## config.mk

```make
export PLATFORM = sky130hd
export DESIGN_NAME = seq_chunk_adder_flat
export DESIGN_NICKNAME = d
export VERILOG_FILES = /design/src/rtl/seq_chunk_adder_pkg.sv /design/src/rtl/seq_chunk_adder_if.sv /design/src/rtl/seq_chunk_adder_full_adder_chain.sv /design/src/rtl/seq_chunk_adder.sv /design/src/flat_wrapper.sv
export SDC_FILE = /design/constraint.sdc
export NUM_CORES = 1
export LEC_CHECK = 0
export BUFFER_PORTS_ARGS = -buffer_cell sky130_fd_sc_hd__buf_2
export CELL_PAD_IN_SITES_DETAIL_PLACEMENT = 1
export CELL_PAD_IN_SITES_GLOBAL_PLACEMENT = 1
export CORE_MARGIN = 10
export CORE_UTILIZATION = 44
export DETAILED_ROUTE_END_ITERATION = 10
export PLACE_DENSITY_LB_ADDON = 0.1
export RECOVER_POWER = 25
export SLEW_MARGIN = 20
export SYNTH_ARGS = -nofsm -noshare
export SYNTH_HDL_FRONTEND = slang
export SYNTH_SLANG_ARGS = --single-unit
```

## constraint.sdc

```tcl
create_clock -name clk -period 4.25 [get_ports clk]
set_clock_uncertainty 0.15 [all_clocks]
set_input_delay 0.6375 -clock clk [delete_from_list [all_inputs] [get_ports clk]]
set_output_delay 0.6375 -clock clk [all_outputs]
set_load 0.02 [all_outputs]
```

## src/rtl/seq_chunk_adder_pkg.sv

```systemverilog
// Shared types and configuration checks for the chunked sequential adder.
package adder_pkg;

    typedef enum logic [1:0] {
        IDLE = 2'd0,
        RUN  = 2'd1,
        DONE = 2'd2
    } state_e;

    // WIDTH must split into whole chunks of at least one bit.
    function automatic bit chunk_cfg_ok(input int width, input int chunk);
        return (width >= 1) && (chunk >= 1) && (chunk <= width) && ((width % chunk) == 0);
    endfunction

endpackage

```

## src/rtl/seq_chunk_adder_if.sv

```systemverilog
// Request/result bundle of the chunked adder; master issues operations, slave computes.
interface seq_chunk_adder_if #(
    parameter int WIDTH = 16
);
    logic             start;
    logic             sub;
    logic [WIDTH-1:0] a;
    logic [WIDTH-1:0] b;
    logic             cin;
    logic             busy;
    logic             done;
    logic [WIDTH-1:0] sum;
    logic             cout;
    logic             ovf;
    logic             zero;

    modport master (
        output start, sub, a, b, cin,
        input  busy, done, sum, cout, ovf, zero
    );

    modport slave (
        input  start, sub, a, b, cin,
        output busy, done, sum, cout, ovf, zero
    );
endinterface

```

## src/rtl/seq_chunk_adder_full_adder_chain.sv

```systemverilog
// Combinational CHUNK-bit ripple of full adders; also exposes the carry into the top bit.
module full_adder_chain #(
    parameter int CHUNK = 4
) (
    input  logic [CHUNK-1:0] x,
    input  logic [CHUNK-1:0] y,
    input  logic             ci,
    output logic [CHUNK-1:0] s,
    output logic             co,
    output logic             c_msb_in
);

    logic [CHUNK:0] c_s;

    // Ripple carry through each bit position.
    always_comb begin
        c_s    = '0;
        s      = '0;
        c_s[0] = ci;
        for (int i = 0; i < CHUNK; i++) begin
            s[i]     = x[i] ^ y[i] ^ c_s[i];
            c_s[i+1] = (x[i] & y[i]) | (c_s[i] & (x[i] ^ y[i]));
        end
    end

    assign co       = c_s[CHUNK];
    assign c_msb_in = c_s[CHUNK-1];

endmodule

```

## src/rtl/seq_chunk_adder.sv

```systemverilog
// Multi-cycle WIDTH-bit add/subtract, CHUNK bits per clock, LSB chunk first.
module seq_chunk_adder
    import adder_pkg::*;
#(
    parameter int WIDTH = 16,
    parameter int CHUNK = 4
) (
    input  logic               clk,
    input  logic               rst_n,
    seq_chunk_adder_if.slave   bus
);

    localparam int NCHUNK = WIDTH / CHUNK;
    localparam int CNT_W  = (NCHUNK > 1) ? $clog2(NCHUNK) : 1;
    localparam logic [CNT_W-1:0] LAST_CNT = CNT_W'(NCHUNK - 1);

    if (!chunk_cfg_ok(WIDTH, CHUNK)) begin : g_cfg_err
        $error("seq_chunk_adder: WIDTH must be a positive multiple of CHUNK");
    end

    state_e             state_q, state_d;
    logic [CNT_W-1:0]   cnt_q, cnt_d;
    logic [WIDTH-1:0]   a_q, a_d;
    logic [WIDTH-1:0]   b_q, b_d;
    logic               carry_q, carry_d;
    logic [WIDTH-1:0]   psum_q, psum_d;
    logic [WIDTH-1:0]   sum_q, sum_d;
    logic               cout_q, cout_d;
    logic               ovf_q, ovf_d;
    logic               zero_q, zero_d;
    logic               busy_q, busy_d;
    logic               done_q, done_d;

    logic [CHUNK-1:0]   x_s, y_s, s_s;
    logic               co_s, cmsb_s;

    assign x_s = a_q[int'(cnt_q) * CHUNK +: CHUNK];
    assign y_s = b_q[int'(cnt_q) * CHUNK +: CHUNK];

    full_adder_chain #(.CHUNK(CHUNK)) u_chain (
        .x        (x_s),
        .y        (y_s),
        .ci       (carry_q),
        .s        (s_s),
        .co       (co_s),
        .c_msb_in (cmsb_s)
    );

    // Next-state, operand capture, per-chunk accumulation and completion flags.
    always_comb begin
        state_d = state_q;
        cnt_d   = cnt_q;
        a_d     = a_q;
        b_d     = b_q;
        carry_d = carry_q;
        psum_d  = psum_q;
        sum_d   = sum_q;
        cout_d  = cout_q;
        ovf_d   = ovf_q;
        zero_d  = zero_q;
        case (state_q)
            IDLE, DONE: begin
                if (bus.start) begin
                    // Subtraction is a + ~b + 1; a borrow-in removes that +1.
                    a_d     = bus.a;
                    b_d     = bus.sub ? ~bus.b : bus.b;
                    carry_d = bus.cin ^ bus.sub;
                    cnt_d   = '0;
                    state_d = RUN;
                end else begin
                    state_d = IDLE;
                end
            end
            RUN: begin
                psum_d[int'(cnt_q) * CHUNK +: CHUNK] = s_s;
                carry_d = co_s;
                if (cnt_q == LAST_CNT) begin
                    sum_d   = psum_d;
                    cout_d  = co_s;
                    ovf_d   = co_s ^ cmsb_s;
                    zero_d  = (psum_d == '0);
                    cnt_d   = '0;
                    state_d = DONE;
                end else begin
                    cnt_d   = cnt_q + CNT_W'(1);
                end
            end
            default: begin
                state_d = IDLE;
            end
        endcase
        busy_d = (state_d == RUN);
        done_d = (state_d == DONE);
    end

    // State and datapath registers; reset abandons any operation in flight.
    always_ff @(posedge clk or negedge rst_n) begin
        if (!rst_n) begin
            state_q <= IDLE;
            cnt_q   <= '0;
            a_q     <= '0;
            b_q     <= '0;
            carry_q <= 1'b0;
            psum_q  <= '0;
            sum_q   <= '0;
            cout_q  <= 1'b0;
            ovf_q   <= 1'b0;
            zero_q  <= 1'b0;
            busy_q  <= 1'b0;
            done_q  <= 1'b0;
        end else begin
            state_q <= state_d;
            cnt_q   <= cnt_d;
            a_q     <= a_d;
            b_q     <= b_d;
            carry_q <= carry_d;
            psum_q  <= psum_d;
            sum_q   <= sum_d;
            cout_q  <= cout_d;
            ovf_q   <= ovf_d;
            zero_q  <= zero_d;
            busy_q  <= busy_d;
            done_q  <= done_d;
        end
    end

    assign bus.busy = busy_q;
    assign bus.done = done_q;
    assign bus.sum  = sum_q;
    assign bus.cout = cout_q;
    assign bus.ovf  = ovf_q;
    assign bus.zero = zero_q;

endmodule

```

## src/flat_wrapper.sv

```systemverilog
// flat-port wrapper written by rule: the top's interface ports become plain ports
module seq_chunk_adder_flat import adder_pkg::*;
#(
    parameter int WIDTH = 16,
    parameter int CHUNK = 4
)
  (clk, rst_n, bus_start, bus_sub, bus_a, bus_b, bus_cin, bus_busy, bus_done, bus_sum, bus_cout, bus_ovf, bus_zero);
  seq_chunk_adder_if #(.WIDTH(WIDTH)) bus_i ();
  input  logic clk;
  input  logic rst_n;
  input wire logic [$bits(bus_i.start)-1:0] bus_start;
  input wire logic [$bits(bus_i.sub)-1:0] bus_sub;
  input wire logic [$bits(bus_i.a)-1:0] bus_a;
  input wire logic [$bits(bus_i.b)-1:0] bus_b;
  input wire logic [$bits(bus_i.cin)-1:0] bus_cin;
  output wire logic [$bits(bus_i.busy)-1:0] bus_busy;
  output wire logic [$bits(bus_i.done)-1:0] bus_done;
  output wire logic [$bits(bus_i.sum)-1:0] bus_sum;
  output wire logic [$bits(bus_i.cout)-1:0] bus_cout;
  output wire logic [$bits(bus_i.ovf)-1:0] bus_ovf;
  output wire logic [$bits(bus_i.zero)-1:0] bus_zero;
  assign bus_i.start = bus_start;
  assign bus_i.sub = bus_sub;
  assign bus_i.a = bus_a;
  assign bus_i.b = bus_b;
  assign bus_i.cin = bus_cin;
  assign bus_busy = bus_i.busy;
  assign bus_done = bus_i.done;
  assign bus_sum = bus_i.sum;
  assign bus_cout = bus_i.cout;
  assign bus_ovf = bus_i.ovf;
  assign bus_zero = bus_i.zero;
  seq_chunk_adder #(.WIDTH(WIDTH), .CHUNK(CHUNK)) u_core (.clk(clk), .rst_n(rst_n), .bus(bus_i));
endmodule
```

==> impl_metrics.ini <==
[yosys]
post_synth_num_cell_types = 29
synth_seq_cells = 74
net_count_of_the_mapped_netlist = 364
syn_area_per_cell_um2 = 11.01
total_standard_cell_area_after_synthesis_um2 = 3491
ys_seq_area_frac = 0.5305
ys_warn_count = 0
synthCells = 317

[die]
die-width_um = 109.1
starting_utilization_of_the_core_area = 0.4517
core-area_um2 = 7727
die_height_um = 109.1
std_cell_rows = 32
io_pins = 58
dieArea_um2 = 11900

[min_path]
hold_path_depth = 2
holdCritStartpoint = u_core.bus.sum[1]$_DFFE_PN0P_
hp-class = reg -> reg
hold-path-endpoint = u_core.bus.sum[1]$_DFFE_PN0P_

[finish]
final_layout_net_count = 419
postLayoutCoreUtil = 0.5309
synthToLayoutAreaGrowth_pct = 17.53
diodes = 0
post_route_cells_drive_above_1_share = 0.2793

[global_route]
grt_max_degree = 55
antenna_found_initial = 0
grt.overflow.total = 0
first_global_vias = 2730
grt_pass1_wl_um = 13710
globalRouteTotalUtil = 0.1462

[drt]
drt-total-wl_um = 8249
drt_iter0_drc = 67
post_drt_wl_per_cell_um = 17.26
final_antenna_net_count = 0
remaining_drc_errors = 0
via_density_per_instance = 5.205
drt_pass1_iterations = 4
vias = 2488

[setup_path]
timing.critical_path.slowest_stage_cell = dfrtp_1
worstPathMaxFanout = 7
max_stage_delay_ns = 0.50
ff2ff_setup_slack_ns = 0.54
regToRegEndpoint = u_core.bus.zero$_DFFE_PN0P_
critical_path.startpoint_type = register
worstReg2RegStart = u_core.cnt_q[0]$_DFFE_PN0P_
end_kind = register
worstRegToRegCells = 12
cp_cell_sequence = mux4_2 -> inv_1 -> fa_1 -> inv_1 -> fa_1 -> inv_1 -> fa_1 -> fa_1 -> inv_1 -> a31oi_1 -> nand4_1 -> o41ai_2
cp.required_ns = 4.34
critPathArrivalTime_ns = 3.81
worstSetupPathType = reg -> reg

[sta]
clock.fmax_ghz = 0.2693
final-setup-viol-count = 0
timing_worst_slew_pin_value_ns = 1.651
final_period_minus_worst_setup_slack_ns = 3.714
grt_setup_unrepaired = no
min_period_over_period = 0.8738
slew_violations = 32
timing.setup.tns_ns = 0
finalHoldViolCount = 0
maxSlewHeadroom = -0.1006

[clock_network]
clock_insertion_delay_worst_skew_ns = 0.35
postCtsResizedCells = 0
numClockSinks = 74
tritoncts = yes
clk_pin_slew_ns = 0.08
number_of_hold_buffers_added_after_cts = 0
cts_buffers = 9
h-tree-depth = 3
cts.path.max_buffers = 2
cts.repair_timing.setup_buffer_count = 0
clock_root_buffer = clkbuf_8

[run]
cap_violations = 1

[pwr]
vdd_ir_drop_max_uv = 384.6
power_mw = 3.490
power.density_cell_area_nw_per_um2 = 850.6
total_leakage_power_nw = 1.935

[outcome]
failed_checks = max-capacitance violations, max-slew violations
status = finished with violations

[placement]
dp_hpwl_um = 6027
buffer_ports.inserted = 57
place.gp.congestion = 0.7671
## worst max-delay path: cells and delay by family (launching register included)
kind | cells | cell delay (ns)
mux | 1 | 0.38
fa+ha+maj | 4 | 1.45
compound gates | 2 | 0.64
flops | 1 | 0.50
simple gates | 1 | 0.20
buf+inv | 4 | 0.29
## layer usage
layer / track usage / share of wire / wire length, µm
met5: 0 / 0 / 0
met4: 0.04331 / 0.010 / 86
met3: 0.04484 / 0.050 / 410
met2: 0.2412 / 0.50 / 4085
met1: 0.1802 / 0.44 / 3667
## power by group
group / leakage, nW / internal (mW) / switching (mW)
Sequential: 0.948 / 1.00 / 0.181
Combinational: 0.869 / 0.633 / 1.01
Clock: 0.118 / 0.402 / 0.264
Total: 1.94 / 2.04 / 1.45
## kinds of logic after synthesis
family	share of synthesized area
xor gates and xnor gates	0.04516
AOI/OAI and AO/OA	0.1165
DFF	0.5305
buffers and inverters	0.04265
and+or+nand+nor	0.1176
adders and majority gates	0.04444
muxes	0.1032
## registers in the layout (all words and copies together) (netlist names)
| register | count |
|---|---|
| u_core.a_q | 16 |
| u_core.b_q | 16 |
| u_core.bus.sum | 16 |
| u_core.psum_q | 16 |
| u_core.cnt_q | 2 |
| u_core.state_q | 2 |
| u_core.bus.busy | 1 |
| u_core.bus.cout | 1 |
| u_core.bus.done | 1 |
| u_core.bus.ovf | 1 |
| u_core.bus.zero | 1 |
| u_core.carry_q | 1 |
## cell type report
type / instances / area, µm²
Clock inverter: 5 / 102.6
Tap cell: 102 / 127.6
Multi-Input combinational cell: 206 / 1493
Timing Repair Buffer: 63 / 322.8
Fill cell: 858 / 3625
Inverter: 18 / 67.56
Sequential cell: 74 / 1852
Clock buffer: 10 / 137.6
## cells in the mapped netlist
cell      number  area, µm²
a311oi_2       1      15.01
a31oi_1       15      93.84
and2b_1        5      37.54
and2b_4        3      30.03
and3b_1        1      8.760
buf_1          3      11.26
buf_2          7      35.03
clkbuf_1       8      30.03
clkbuf_2       1      5.000
dfrtp_1       74       1852
fa_1           4      80.08
ha_1           6      75.07
inv_1         18      67.56
mux2_2        16      180.2
mux4_2         8      180.2
nand2_1       49      183.9
nand2b_1       2      12.51
nand3_1        4      20.02
nand3b_1       1      7.510
nand4_1        4      25.02
nor2_1         2      7.510
nor2b_1        8      50.05
nor3b_1        2      15.01
nor3b_2        1      12.51
o21ai_0       53      265.3
o221ai_1       1      8.760
o31ai_1        1      7.510
o41ai_2        1      16.27
xnor2_1       18      157.7
## through the flow
step / cell area, µm² / worst slack, ns / hold slack [ns] / std cells
4_1_cts: 4110 / 0.5430 / 0.2007 / 478
3_5_place_dp: 3870 / 0.6368 / 0.3169 / 463
6_report: 4103 / 0.5365 / 0.3248 / 478
3_3_place_gp: 3870 / 0.7460 / 0.3069 / 463
2_1_floorplan: 3491 / 0.7412 / 0.1919 / 317
5_1_grt: 4103 / 0.3396 / 0.3553 / 478
## worst max path at each step
stage / cells after the start / from / slack (ns) / to
6_report: 12 / u_core.cnt_q[0]$_DFFE_PN0P_ / 0.54 / u_core.bus.zero$_DFFE_PN0P_
5_1_grt: 12 / u_core.cnt_q[0]$_DFFE_PN0P_ / 0.34 / u_core.bus.zero$_DFFE_PN0P_
4_1_cts: 12 / u_core.cnt_q[0]$_DFFE_PN0P_ / 0.54 / u_core.bus.zero$_DFFE_PN0P_
3_5_place_dp: 12 / u_core.cnt_q[0]$_DFFE_PN0P_ / 0.64 / u_core.bus.zero$_DFFE_PN0P_
3_3_place_gp: 12 / u_core.cnt_q[0]$_DFFE_PN0P_ / 0.75 / u_core.bus.zero$_DFFE_PN0P_
2_1_floorplan: 13 / u_core.cnt_q[0]$_DFFE_PN0P_ / 0.74 / u_core.bus.zero$_DFFE_PN0P_
## cells in the final DEF (no fill, tap or decap), types with 2 or more instances in the layout
master and n:
dfrtp_1 74, o21ai_0 53, buf_2 53, nand2_1 49, inv_1 18, xnor2_1 18, mux2_2 16, a31oi_1 15
clkbuf_8 10, mux4_2 8, nor2b_1 8, ha_1 6, and2b_1 5, buf_4 5, nand3_1 4, nand4_1 4
fa_1 4, clkbuf_1 4, and2b_4 3, bufinv_16 3, nor2_1 2, nor3b_1 2
Power figures use the tool's default switching activity.
